--- src/rtl/rtc_sync_scheduler.sv ---
// Arbitrates periodic RTC reads and debounced OKI write-backs onto the RTC
// controller's exclusive read/write handshake, with stall detection.
module rtc_sync_scheduler #(
  parameter int unsigned READ_PERIOD = 14000000,
  parameter int unsigned HOLDOFF     = 140000,
  parameter int unsigned TIMEOUT     = 1400000
) (
  input  logic clk14,
  input  logic reset,
  input  logic oki_wr,
  input  logic oki_hold,
  output logic rtc_read,
  output logic rtc_write,
  input  logic rtc_ack,
  output logic rtc_load,
  output logic rtc_stored,
  output logic rtc_valid,
  output logic rtc_busy,
  output logic rtc_timeout,
  input  logic clear_timeout
);

  localparam int unsigned PW = $clog2(READ_PERIOD);
  localparam int unsigned HW = (HOLDOFF > 1) ? $clog2(HOLDOFF) : 1;
  localparam int unsigned TW = $clog2(TIMEOUT);

  localparam logic [PW-1:0] PERIOD_LAST = PW'(READ_PERIOD - 1);
  localparam logic [HW-1:0] HOLD_LAST   = HW'(HOLDOFF - 1);
  localparam logic [TW-1:0] TO_LAST     = TW'(TIMEOUT - 1);
  localparam logic [TW-1:0] TO_FIRE     = TW'(TIMEOUT - 2);

  typedef enum logic [1:0] {IDLE, READ_REQ, WRITE_REQ} state_t;

  state_t        state;
  logic [PW-1:0] period_cnt;
  logic [HW-1:0] holdoff_cnt;
  logic [TW-1:0] timeout_cnt;
  logic          read_due;
  logic          dirty;
  logic          write_ok;

  always_comb begin
    write_ok = dirty && (holdoff_cnt == '0) && !oki_hold;
  end

  always_ff @(posedge clk14) begin
    if (reset) begin
      state       <= IDLE;
      rtc_read    <= 1'b0;
      rtc_write   <= 1'b0;
      rtc_load    <= 1'b0;
      rtc_stored  <= 1'b0;
      rtc_valid   <= 1'b0;
      rtc_busy    <= 1'b0;
      rtc_timeout <= 1'b0;
      read_due    <= 1'b1;
      dirty       <= 1'b0;
      holdoff_cnt <= '0;
      period_cnt  <= PERIOD_LAST;
      timeout_cnt <= '0;
    end else begin
      rtc_load   <= 1'b0;
      rtc_stored <= 1'b0;

      case (state)
        IDLE: begin
          // Reads wait while dirty so they cannot clobber CPU-written time.
          if (write_ok) begin
            state     <= WRITE_REQ;
            rtc_write <= 1'b1;
            rtc_busy  <= 1'b1;
            dirty     <= 1'b0;
          end else if (read_due && !dirty) begin
            state    <= READ_REQ;
            rtc_read <= 1'b1;
            rtc_busy <= 1'b1;
            read_due <= 1'b0;
          end
        end
        READ_REQ, WRITE_REQ: begin
          if (rtc_ack) begin
            state       <= IDLE;
            rtc_read    <= 1'b0;
            rtc_write   <= 1'b0;
            rtc_busy    <= 1'b0;
            timeout_cnt <= '0;
            if (state == READ_REQ) begin
              rtc_load  <= 1'b1;
              rtc_valid <= 1'b1;
            end else begin
              rtc_stored <= 1'b1;
            end
          end else if (timeout_cnt != TO_LAST) begin
            // Fires only on the step into TIMEOUT-1, so a clear sticks
            // for the rest of a stalled transfer.
            timeout_cnt <= timeout_cnt + 1'b1;
            if (timeout_cnt == TO_FIRE) rtc_timeout <= 1'b1;
          end
        end
        default: begin
          state     <= IDLE;
          rtc_read  <= 1'b0;
          rtc_write <= 1'b0;
          rtc_busy  <= 1'b0;
        end
      endcase

      // Later assignments win: a new period tick or CPU write survives a
      // same-cycle request issue.
      if (period_cnt == '0) begin
        read_due   <= 1'b1;
        period_cnt <= PERIOD_LAST;
      end else begin
        period_cnt <= period_cnt - 1'b1;
      end

      if (oki_wr) begin
        dirty       <= 1'b1;
        holdoff_cnt <= HOLD_LAST;
      end else if (holdoff_cnt != '0) begin
        holdoff_cnt <= holdoff_cnt - 1'b1;
      end

      if (clear_timeout) rtc_timeout <= 1'b0;
    end
  end

endmodule
--- config.mk ---
export PLATFORM = sky130hd
export DESIGN_NAME = rtc_sync_scheduler
export DESIGN_NICKNAME = d
export VERILOG_FILES = /design/src/rtl/rtc_sync_scheduler.sv
export SDC_FILE = /design/constraint.sdc
export NUM_CORES = 1
export LEC_CHECK = 0
export CAP_MARGIN = 40
export CORE_ASPECT_RATIO = 0.7
export CORE_UTILIZATION = 40
export DETAILED_ROUTE_END_ITERATION = 8
export HOLD_SLACK_MARGIN = 0.12
export PLACE_DENSITY = 0.58
export SLEW_MARGIN = 20
export SYNTH_ARGS = -nofsm -noshare
export SYNTH_HDL_FRONTEND = slang
export SYNTH_SLANG_ARGS = --single-unit
export TNS_END_PERCENT = 5
--- constraint.sdc ---
create_clock -name clk14 -period 2.45 [get_ports clk14]
set_clock_uncertainty 0.1 [all_clocks]
set_input_delay 0.735 -clock clk14 [delete_from_list [all_inputs] [get_ports clk14]]
set_output_delay 0.735 -clock clk14 [all_outputs]
set_load 0.005 [all_outputs]
# Yosys cells after proc, flatten, opt, wreduce, memory -nomap -nowiden
# Index checks and enable logic that the tools add are counted.
[word_totals]
ff_bits = 74
latch_bits = 0
mem_bits_rw = 0
mem_bits_ro = 0
output_inout_bits = 7
wordCells = 76
n_memories = 0
[classes]
add_sub_neg = 3
mul = 0
div = 0
n_lt_le_gt_ge = 0
eq_ne = 9
shift = 0
n_mux = 21
n_bitwise = 3
reduce_logical = 26
[op_table]
columns = ["op", "n"]
rows = [
  ["21-bit 2-to-1 mux", 2],
  ["18-bit 2-to-1 mux", 2],
  ["24-bit zero test", 1],
  ["24-bit by 1-bit subtractor with 24-bit output (second input constant)", 1],
  ["21-bit by 1-bit adder with 21-bit output (second input constant)", 1],
  ["21-bit equality test (second input constant)", 1],
  ["21-bit inequality test (second input constant)", 1],
  ["18-bit zero test", 1],
  ["18-bit nonzero test", 1],
  ["18-bit by 1-bit subtractor with 18-bit output (second input constant)", 1],
  ["1-bit 2-to-1 mux", 10],
  ["3-bit AND reduction", 3],
  ["2-bit inequality test (second input constant)", 4],
  ["2-bit AND reduction", 4],
  ["2-bit nonzero test", 4],
  ["2-bit OR reduction", 4],
  ["2-bit 2-to-1 mux", 3],
  ["1-bit case mux with 2 select lines", 3],
  ["2-bit case mux with 2 select lines", 1],
  ["4-bit AND reduction", 1],
  ["1-bit logical AND", 3],
  ["3-bit inequality test (second input constant)", 1],
  ["1-bit NOT", 3],
  ["3-bit OR reduction", 1],
  ["other kinds (4)", 5],
]

# Logic depth before layout (Yosys ltp)
# Gate-level depths: netlist of run 1.
[logic_depth]
depth_word = 6
mapped_depth = 8
mapped_depth_nobuf = 7

# Worst setup path before layout of run 1
# No wires, ideal clock.
[synth_path]
kind = "flip-flop to flip-flop"
startpoint = "register state[0]"
endpoint = "register timeout_cnt[16]"
arrival_time_ns = 2.006
slack_ns = 0.273
stages_incl_launch_ff = 9
n_path_buf = 1
path_cell_list = "dfxtp_1 -> inv_1 -> ha_1 -> nand3_2 -> or2_4 -> or3_1 -> buf_2 -> or3_1 -> a21oi_1"
[synth_between]
elab_chain_cells = 3
word_cells_on_any_way = 4
cone_classes = "eq/ne: 2; reduce/logical: 2"
[synth_rtl]
columns = ["item", "line", "source"]
rows = [
  ["start: declaration", "34", "state_t state;"],
  ["start signal: assignment", "48", "state <= IDLE;"],
  ["start signal: assignment", "69", "state <= WRITE_REQ;"],
  ["start signal: assignment", "74", "state <= READ_REQ;"],
  ["2-bit by 1-bit equality test with 1-bit output or 2-bit equality test (tied branches)", "65", "case (state)"],
  ["2-bit OR reduction *", "65", ""],
  ["2-bit AND reduction (no line) *", "n/a", ""],
  ["end signal: assignment", "96", "timeout_cnt <= timeout_cnt + 1'b1;"],
  ["end: declaration", "37", "logic [TW-1:0] timeout_cnt;"],
]
# Mark *: on every way between the ends. The rest lies on a longest branch, timed or not.
# A chain may end at the register's enable or synchronous reset.

# Final worst setup path of run 1
# Ends and elaborated chain as after synthesis.

==> implementation parameters, run 1 <==
Parameter                              Value

Outcome
  Run status ... finished, violations left
  Violations in the final reports ... DRC

Setup path
  Reg2Reg Depth ... 7
  R2r endpoint ... timeout_cnt[16]
  Kind of end point of the critical path ... flip-flop
  Critical path class ... flip-flop to flip-flop
  Critical Path Fanout Max ... 7
  Data arrival at the endpoint of the critical path ... ~2.4 ns
  Worst R2R Setup Slack ... roughly 0.17 ns
  Crit path launch type ... flip-flop
  Launching point of the worst reg2reg path ... state[0]
  Crit path required time ... 2.61 ns

Clocking
  H-tree Lvls ... 3
  Hold bufs inserted after CTS ... 0
  TritonCTS Buffers ... 9
  Buffer levels on the longest clock path ... 2
  PostCTS Resize Cnt ... 0
  CTS tree ... yes
  Clock latency on the worst-skew pair ... 0.33 ns
  Clock Sink Count ... 74
  Cell at the root of the clock tree ... sky130_fd_sc_hd__clkbuf_16
  Post-CTS setup repair buffer count ... 0
  Clock slew seen by the registers of the worst setup and hold paths ... approximately 0.06 ns

Route
  Detailed Route Iter0 Violations ... 143
  Via count ... around 2800
  Wire length after detailed routing ... 6.79 mm
  DRC Markers ... 3
  WL per Instance ... 12.9 µm
  Vias per inst ... about 5.3
  Remaining antenna violation count ... 0
  Drt first pass iters ... 6

Die
  Boundary pin count ... 13
  Starting utilization of the core area ... 0.418
  Area of the core ... 0.00797 mm²
  Die height ... 78.4 µm
  Site Rows ... 27
  Overall die width ... about 110 µm
  Die Outline Area ... 0.00871 mm²

Synth
  Proportion of register bits with asynchronous set or reset after synthesis ... 0
  Dominant combinational cell family by area after synthesis ... simple AND/OR/NAND/NOR gates
  Most used standard cell by instance count after synthesis ... sky130_fd_sc_hd__dfxtp_1
  Instance count of the mapped netlist ... 386
  Multiplexer share of the synthesized area ... 0.00901
  Top flip-flop cell by instance count after synthesis ... sky130_fd_sc_hd__dfxtp_1
  Distinct cell type count after synthesis ... 44
  Xor-xnor portion of the synthesized cell area ... 0.0972
  Area share of fa/ha/maj cells after synthesis ... 0.0263
  Synthesized-area fraction occupied by ao, oa, aoi and oai cells ... 0.0897
  Cell type with the highest aggregate area in the netlist ... sky130_fd_sc_hd__dfxtp_1
  Total standard cell area after synthesis ... 0.00333 mm²
  Fraction of synthesized cell area taken by the top area cell type ... 0.444
  Count of flip-flops with a built-in enable after synthesis ... 0
  Synthesized flop and latch total ... 74
  Cell types with the largest area share after synthesis ... sky130_fd_sc_hd__dfxtp_1 44%, sky130_fd_sc_hd__xnor2_1 6.3%, sky130_fd_sc_hd__nor2_1 5.7%
  Area fraction in and, or, nand and nor cells after synthesis ... 0.310
  Synthesized area per cell ... 8.64 µm²
  Sequential fraction of the synthesis area ... 0.444
  Top cell types by occurrence after synthesis ... 74 x sky130_fd_sc_hd__dfxtp_1, 51 x sky130_fd_sc_hd__nor2_1, 33 x sky130_fd_sc_hd__nand2_1, 25 x sky130_fd_sc_hd__a21oi_1, 24 x sky130_fd_sc_hd__xnor2_1
  Count of yosys warnings during synthesis ... 0
  Synth Net Count ... about 400

Final layout
  Number of diodes ... 0
  Net total in the final layout ... 433
  Fraction of the core area covered by cells at the end of the flow ... 0.503
  Count of fill cells added during filler insertion ... 765
  Total area of multi-input combinational cells ... 0.00177 mm²
  Finished Layout Cells ... approximately 530
  Fraction of final layout cells sized beyond drive strength 1 ... 0.113
  Final std cell area, no fill ... around 0.0040 mm²
  Register area ... 0.00148 mm²
  Area Overhead vs Synth ... 20.4%

Placement
  Final weighted congestion in routability-driven placement ... 0.744
  Count of port buffers added during placement ... 12
  Number of cells in the design after placement ... 510
  Pre-CTS setup slack ... 0.0397 ns
  Post-placement cell area ... ~0.0037 mm²
  Sum of net half-perimeters after detailed placement ... 4.87 mm

Timing
  Final WS setup ... between 0.15 and 0.2 ns
  Setup repair after global routing missed its margin ... no
  Relative slew margins ... 0.555
  Summed negative setup slack over all endpoints ... 0 ns
  Fin crit period ... 2.28 ns
  Number of pins with negative max-slew slack in the final report ... 0
  Number of hold violations in the final report ... 0
  Setup-violating endpoint count in the final report ... 0
  Final worst-path cycle share ... 0.931
  Worst-margin pin slew ... 0.662 ns
  WHS ... 0.300 ns
  Highest Clock Rate ... 438 MHz

Pwr
  Power Dens Cells ... 734 mW/mm²
  Reported leakage power ... 1.39 nW
  Maximum resistive drop on vdd ... 322 µV
  Total power ... 2.95 mW

Global routing
  Number of antenna violations at the first check in global routing ... 0
  Pin count of the biggest net entering global routing ... 20
  Global-route wire length before repair ... 11.9 mm
  Aggregate global routing overflow ... 0
  Global-route usage over all layers ... 0.175
  Vias in the first global route ... 2617

Hold path
  Min-Delay Path Class ... flip-flop to flip-flop
  WHS Path Cells ... 1
  Hold path startpoint ... period_cnt[0]
  Worst min-delay path endpoint ... period_cnt[0]

Job
  Max-cap check violation count ... 0
sequential cells by signal, indices dropped and copies added, names as in the netlist:
register	count
read_due	1
rtc_read	1
rtc_stored	1
rtc_valid	1
period_cnt	24
rtc_write	1
rtc_busy	1
rtc_load	1
rtc_timeout	1
holdoff_cnt	18
dirty	1
timeout_cnt	21
state	2
layout make-up:
| type | instances | share of cell area |
|---|---|---|
| Multi-Input combinational cell | 292 | 0.442 |
| Sequential cell | 74 | 0.369 |
| Timing Repair Buffer | 32 | 0.0673 |
| Clock buffer | 11 | 0.0605 |
| Tap cell | 101 | 0.0315 |
| Clock inverter | 5 | 0.0193 |
| Inverter | 11 | 0.0103 |
critical path: stages (launching register included):
cell and delay, ns:
sky130_fd_sc_hd__dfxtp_1 0.34, sky130_fd_sc_hd__inv_1 0.06, sky130_fd_sc_hd__ha_1 0.31, sky130_fd_sc_hd__nand3_2 0.14, sky130_fd_sc_hd__or2_4 0.30, sky130_fd_sc_hd__or3_1 0.46
sky130_fd_sc_hd__or3_1 0.34, sky130_fd_sc_hd__a21oi_1 0.15
report_power, final:
group | internal (mW) | leakage (nW) | total, mW | switching [mW]
logic | 0.129 | 0.634 | 0.274 | 0.145
registers | 1.24 | 0.603 | 1.27 | 0.0290
clock network | 0.915 | 0.156 | 1.40 | 0.483
layer usage:
layer	track usage	vias to the layer above	share of wire
li1	-	1431	-
met1	0.233	1275	0.52
met2	0.260	50	0.42
met3	0.0556	10	0.043
met4	0.0770	0	0.017
met5	0	-	0
how the worst max path moves through the flow:
stage,end,depth (start not counted),slack [ns],startpoint
2_1_floorplan,timeout_cnt[16],8,0.27,state[0]
3_3_place_gp,state[1],7,0.07,rtc_ack
3_5_place_dp,state[1],7,0.04,rtc_ack
4_1_cts,timeout_cnt[16],7,0.17,state[0]
5_1_grt,timeout_cnt[16],7,0.06,state[0]
6_report,timeout_cnt[16],7,0.17,state[0]
cells by family (layout without fill, tap and decap cells):
| family | after synthesis | in the layout |
|---|---|---|
| adders and majority gates | 7 | 7 |
| buffers and inverters | 20 | 59 |
| DFF | 74 | 74 |
| muxes | 3 | 3 |
| xor gates and xnor gates | 37 | 37 |
| and+or+nand+nor | 196 | 196 |
| AOI/OAI and AO/OA | 49 | 49 |
cell usage in the layout (no fill, tap or decap), types with 5 or more instances in the layout:
| cell | instances |
|---|---|
| sky130_fd_sc_hd__buf_4 | 20 |
| sky130_fd_sc_hd__a21oi_1 | 25 |
| sky130_fd_sc_hd__xnor2_1 | 24 |
| sky130_fd_sc_hd__inv_1 | 10 |
| sky130_fd_sc_hd__nand3_1 | 12 |
| sky130_fd_sc_hd__dfxtp_1 | 74 |
| sky130_fd_sc_hd__or3_1 | 12 |
| sky130_fd_sc_hd__nand4_1 | 10 |
| sky130_fd_sc_hd__nor4_1 | 14 |
| sky130_fd_sc_hd__or2_2 | 5 |
| sky130_fd_sc_hd__nor2_1 | 51 |
| sky130_fd_sc_hd__clkbuf_16 | 9 |
| sky130_fd_sc_hd__o21ai_0 | 12 |
| sky130_fd_sc_hd__nand2_1 | 33 |
| sky130_fd_sc_hd__nor3_1 | 20 |
| sky130_fd_sc_hd__xor2_1 | 13 |
| sky130_fd_sc_hd__nand2b_1 | 9 |
| sky130_fd_sc_hd__clkdlybuf4s50_1 | 12 |
| sky130_fd_sc_hd__ha_1 | 7 |
(Power assumes the default switching activity.)
==> inputs of run 2 (changes only) <==
==> constraint.sdc (replaced) <==
create_clock -name clk14 -period 2.53 [get_ports clk14]
set_clock_uncertainty 0.1 [all_clocks]
set_input_delay 0.759 -clock clk14 [delete_from_list [all_inputs] [get_ports clk14]]
set_output_delay 0.759 -clock clk14 [all_outputs]
set_load 0.005 [all_outputs]
==> run 2 against run 1 <==
  * The flow still finishes with violations (DRC)
  * Flip-flop and latch count unchanged
  * Via count decreased by 0.80%
  * Hold slack improved by 0.0026 ns
  * Total power down 1.3%
  * Sequential power is essentially flat
  * Wire length is 3.5% lower
  * Maximum frequency increased by 1.4%
  * Critical endpoint is now timeout_cnt[20]
  * Largest cell class unchanged
  * Highest routed layer unchanged
==> implementation parameters, run 2 (synthesis results as in run 1) <==
Parameter                              Value

Setup path
  Kind of end point of the critical path ... flip-flop
  Data arrival at the endpoint of the critical path ... 2.41 ns (-0.03 ns)
  Crit path launch type ... flip-flop
  Critical path class ... flip-flop to flip-flop
  Crit path required time ... 2.69 ns (+0.08 ns)
  Critical Path Fanout Max ... 7 (unchanged)

Timing
  Summed negative setup slack over all endpoints ... 0 ns (unchanged)
  Highest Clock Rate ... 444 MHz (+1.4%)
  Setup-violating endpoint count in the final report ... 0 (unchanged)
  Relative slew margins ... 0.572 (+0.0172)
  Setup repair after global routing missed its margin ... no
  Number of pins with negative max-slew slack in the final report ... 0 (unchanged)
  Worst-margin pin slew ... 0.637 ns (-0.0256 ns)
  Final worst-path cycle share ... 0.889 (-0.0417)
  Number of hold violations in the final report ... 0 (unchanged)
  Fin crit period ... 2.25 ns (-0.0311 ns)
  Final WS setup ... 0.280 ns (+0.111 ns)

Clocking
  Hold bufs inserted after CTS ... 0 (unchanged)
  Cell at the root of the clock tree ... sky130_fd_sc_hd__clkbuf_16
  Post-CTS setup repair buffer count ... 0 (unchanged)
  Buffer levels on the longest clock path ... 2 (unchanged)
  H-tree Lvls ... 3 (unchanged)
  CTS tree ... yes
  Clock slew seen by the registers of the worst setup and hold paths ... 0.06 ns (about the same)
  Clock latency on the worst-skew pair ... 0.33 ns (about the same)
  PostCTS Resize Cnt ... 0 (unchanged)
  Clock Sink Count ... 74 (unchanged)
  TritonCTS Buffers ... 9 (unchanged)

Route
  Detailed Route Iter0 Violations ... 145 (+1.4%)
  DRC Markers ... 2 (-1)
  Drt first pass iters ... 6 (unchanged)
  Wire length after detailed routing ... 6.55 mm (-3.5%)
  Via count ... 2744 (-0.80%)
  Remaining antenna violation count ... 0 (unchanged)
  WL per Instance ... 12.6 µm (-2.4%)
  Vias per inst ... 5.28 (+0.35%)

Final layout
  Net total in the final layout ... 427 (-1.4%)
  Number of diodes ... 0 (unchanged)
  Count of fill cells added during filler insertion ... 767 (+0.26%)
  Largest registers ... period_cnt: 24 flops, timeout_cnt: 21 flops, holdoff_cnt: 18 flops
  Fraction of final layout cells sized beyond drive strength 1 ... 0.103 (-0.0103)
  Area Overhead vs Synth ... 20.0%
  Most frequent standard cell in the layout excluding fill and tap cells ... sky130_fd_sc_hd__dfxtp_1
  Reg with most FFs ... period_cnt
  Largest register FFs ... 24 (unchanged)
  Finished Layout Cells ... 520 (-1.1%)
  Leading cell types in the layout, fill and taps excluded ... 74 x sky130_fd_sc_hd__dfxtp_1, 51 x sky130_fd_sc_hd__nor2_1, 33 x sky130_fd_sc_hd__nand2_1

Die
  Starting utilization of the core area ... 0.418 (unchanged)
  Boundary pin count ... 13 (unchanged)
  Overall die width ... 111 µm (unchanged)
  Site Rows ... 27 (unchanged)
  Die height ... 78.4 µm (unchanged)
  Area of the core ... 0.00797 mm² (unchanged)
  Die Outline Area ... 0.00871 mm² (unchanged)

Placement
  Pre-CTS setup slack ... 0.156 ns (+0.116 ns)
  Number of cells in the design after placement ... 504 (-1.2%)
  Sum of net half-perimeters after detailed placement ... 4.55 mm (-6.4%)
  Final weighted congestion in routability-driven placement ... 0.753 (+1.1%)
  Count of port buffers added during placement ... 12 (unchanged)

Pwr
  Total power ... 2.91 mW (-1.3%)
  Internal Power ... 2.27 mW (-0.94%)
  Clk pwr share ... 0.487 (+0.012)
  Maximum resistive drop on vdd ... 255 µV (-21%)
  Power Dens Cells ... 727 mW/mm² (-0.99%)
  NetSw ... 639 µW (-2.7%)
  Flop pwr share ... 0.425 (-0.007)
  Reported leakage power ... 1.38 nW (-1.2%)
  Combinational share of power ... 0.087 (-0.006)
  Switching share of power ... 0.220 (-0.00302)

Outcome
  Run status ... finished, violations left
  Violations in the final reports ... DRC

Global routing
  Global-route wire length before repair ... 11.7 mm (-2.3%)
  Aggregate global routing overflow ... 0 (unchanged)
  Vias in the first global route ... 2505 (-4.3%)
  Pin count of the biggest net entering global routing ... 31 (+55%)
  Global-route usage over all layers ... 0.168 (-0.00717)
  Number of antenna violations at the first check in global routing ... 0 (unchanged)

Hold path
  Min-Delay Path Class ... flip-flop to flip-flop

Job
  Max-cap check violation count ... 0 (unchanged)
==> run 2: changes by cell type in the layout (fill, tap and decap cells not counted), sizes merged <==
cell	change
clkinv	-1
clkbuf	+1
buf	-6
==> run 2: cell type report <==
| cell class | count | area (µm²) | area share |
|---|---|---|---|
| Multi-Input combinational cell | 292 | 1770 | 0.444 |
| Sequential cell | 74 | 1480 | 0.370 |
| Clock buffer | 12 | 267 | 0.0666 |
| Timing Repair Buffer | 26 | 238 | 0.0594 |
| Tap cell | 101 | 126 | 0.0316 |
| Clock inverter | 4 | 72.6 | 0.0181 |
| Inverter | 11 | 41.3 | 0.0103 |
==> run 2: worst max-delay path: stages (launching register included) <==
cell and delay [ns]:
sky130_fd_sc_hd__dfxtp_1 0.33, sky130_fd_sc_hd__inv_1 0.06, sky130_fd_sc_hd__ha_1 0.31, sky130_fd_sc_hd__nand3_2 0.14, sky130_fd_sc_hd__or2_4 0.29, sky130_fd_sc_hd__or3_1 0.47
sky130_fd_sc_hd__or3_1 0.35, sky130_fd_sc_hd__a21oi_1 0.13
==> run 2: power by group through the flow <==
stage / clock [mW] / sequential [mW] / combinational, mW
5_1_grt: 1.49 / 1.24 / 0.286
6_report: 1.42 / 1.24 / 0.254
3_3_place_gp: 0 / 1.26 / 0.254
4_1_cts: 1.44 / 1.23 / 0.256
2_1_floorplan: 0 / 1.25 / 0.161
3_5_place_dp: 0 / 1.26 / 0.255
==> run 2: routing by layer <==
metal	global-route usage	vias to the layer above	part of all wire
met4	0.0568	0	0.010
met1	0.227	1299	0.54
met3	0.0510	7	0.035
met2	0.255	27	0.42
met5	0	-	0
li1	-	1411	-
==> run 2: worst paths after layout <==
| kind | startpoint | endpoint | slack [ns] | depth (start not counted) |
|---|---|---|---|---|
| setup reg to reg | state[0] | timeout_cnt[20] | 0.28 | 7 |
| hold / removal | period_cnt[0] | period_cnt[0] | 0.30 | 1 |
| setup / recovery | state[0] | timeout_cnt[20] | 0.28 | 7 |
| hold reg to reg | period_cnt[0] | period_cnt[0] | 0.30 | 1 |
==> run 2: per-stage QoR <==
stage / hold WS, ns / utilization / instance area [µm²]
after floorplan: 0.271 / - / 3330
after global placement: 0.283 / 0.459 / 3660
after detailed placement: 0.289 / 0.459 / 3660
after CTS: 0.302 / 0.502 / 4000
after global routing: 0.325 / 0.502 / 4000
final: 0.303 / 0.502 / 4000
==> inputs of run 3 (changes only) <==
==> constraint.sdc (replaced) <==
create_clock -name clk14 -period 2.53 [get_ports clk14]
set_clock_uncertainty 0.1 [all_clocks]
set_input_delay 0.759 -clock clk14 [delete_from_list [all_inputs] [get_ports clk14]]
set_output_delay 0.759 -clock clk14 [all_outputs]
set_load 0.01 [all_outputs]
==> results of run 3 <==
The final DEF is identical to that of run 2. Status: finished, violations left: DRC.
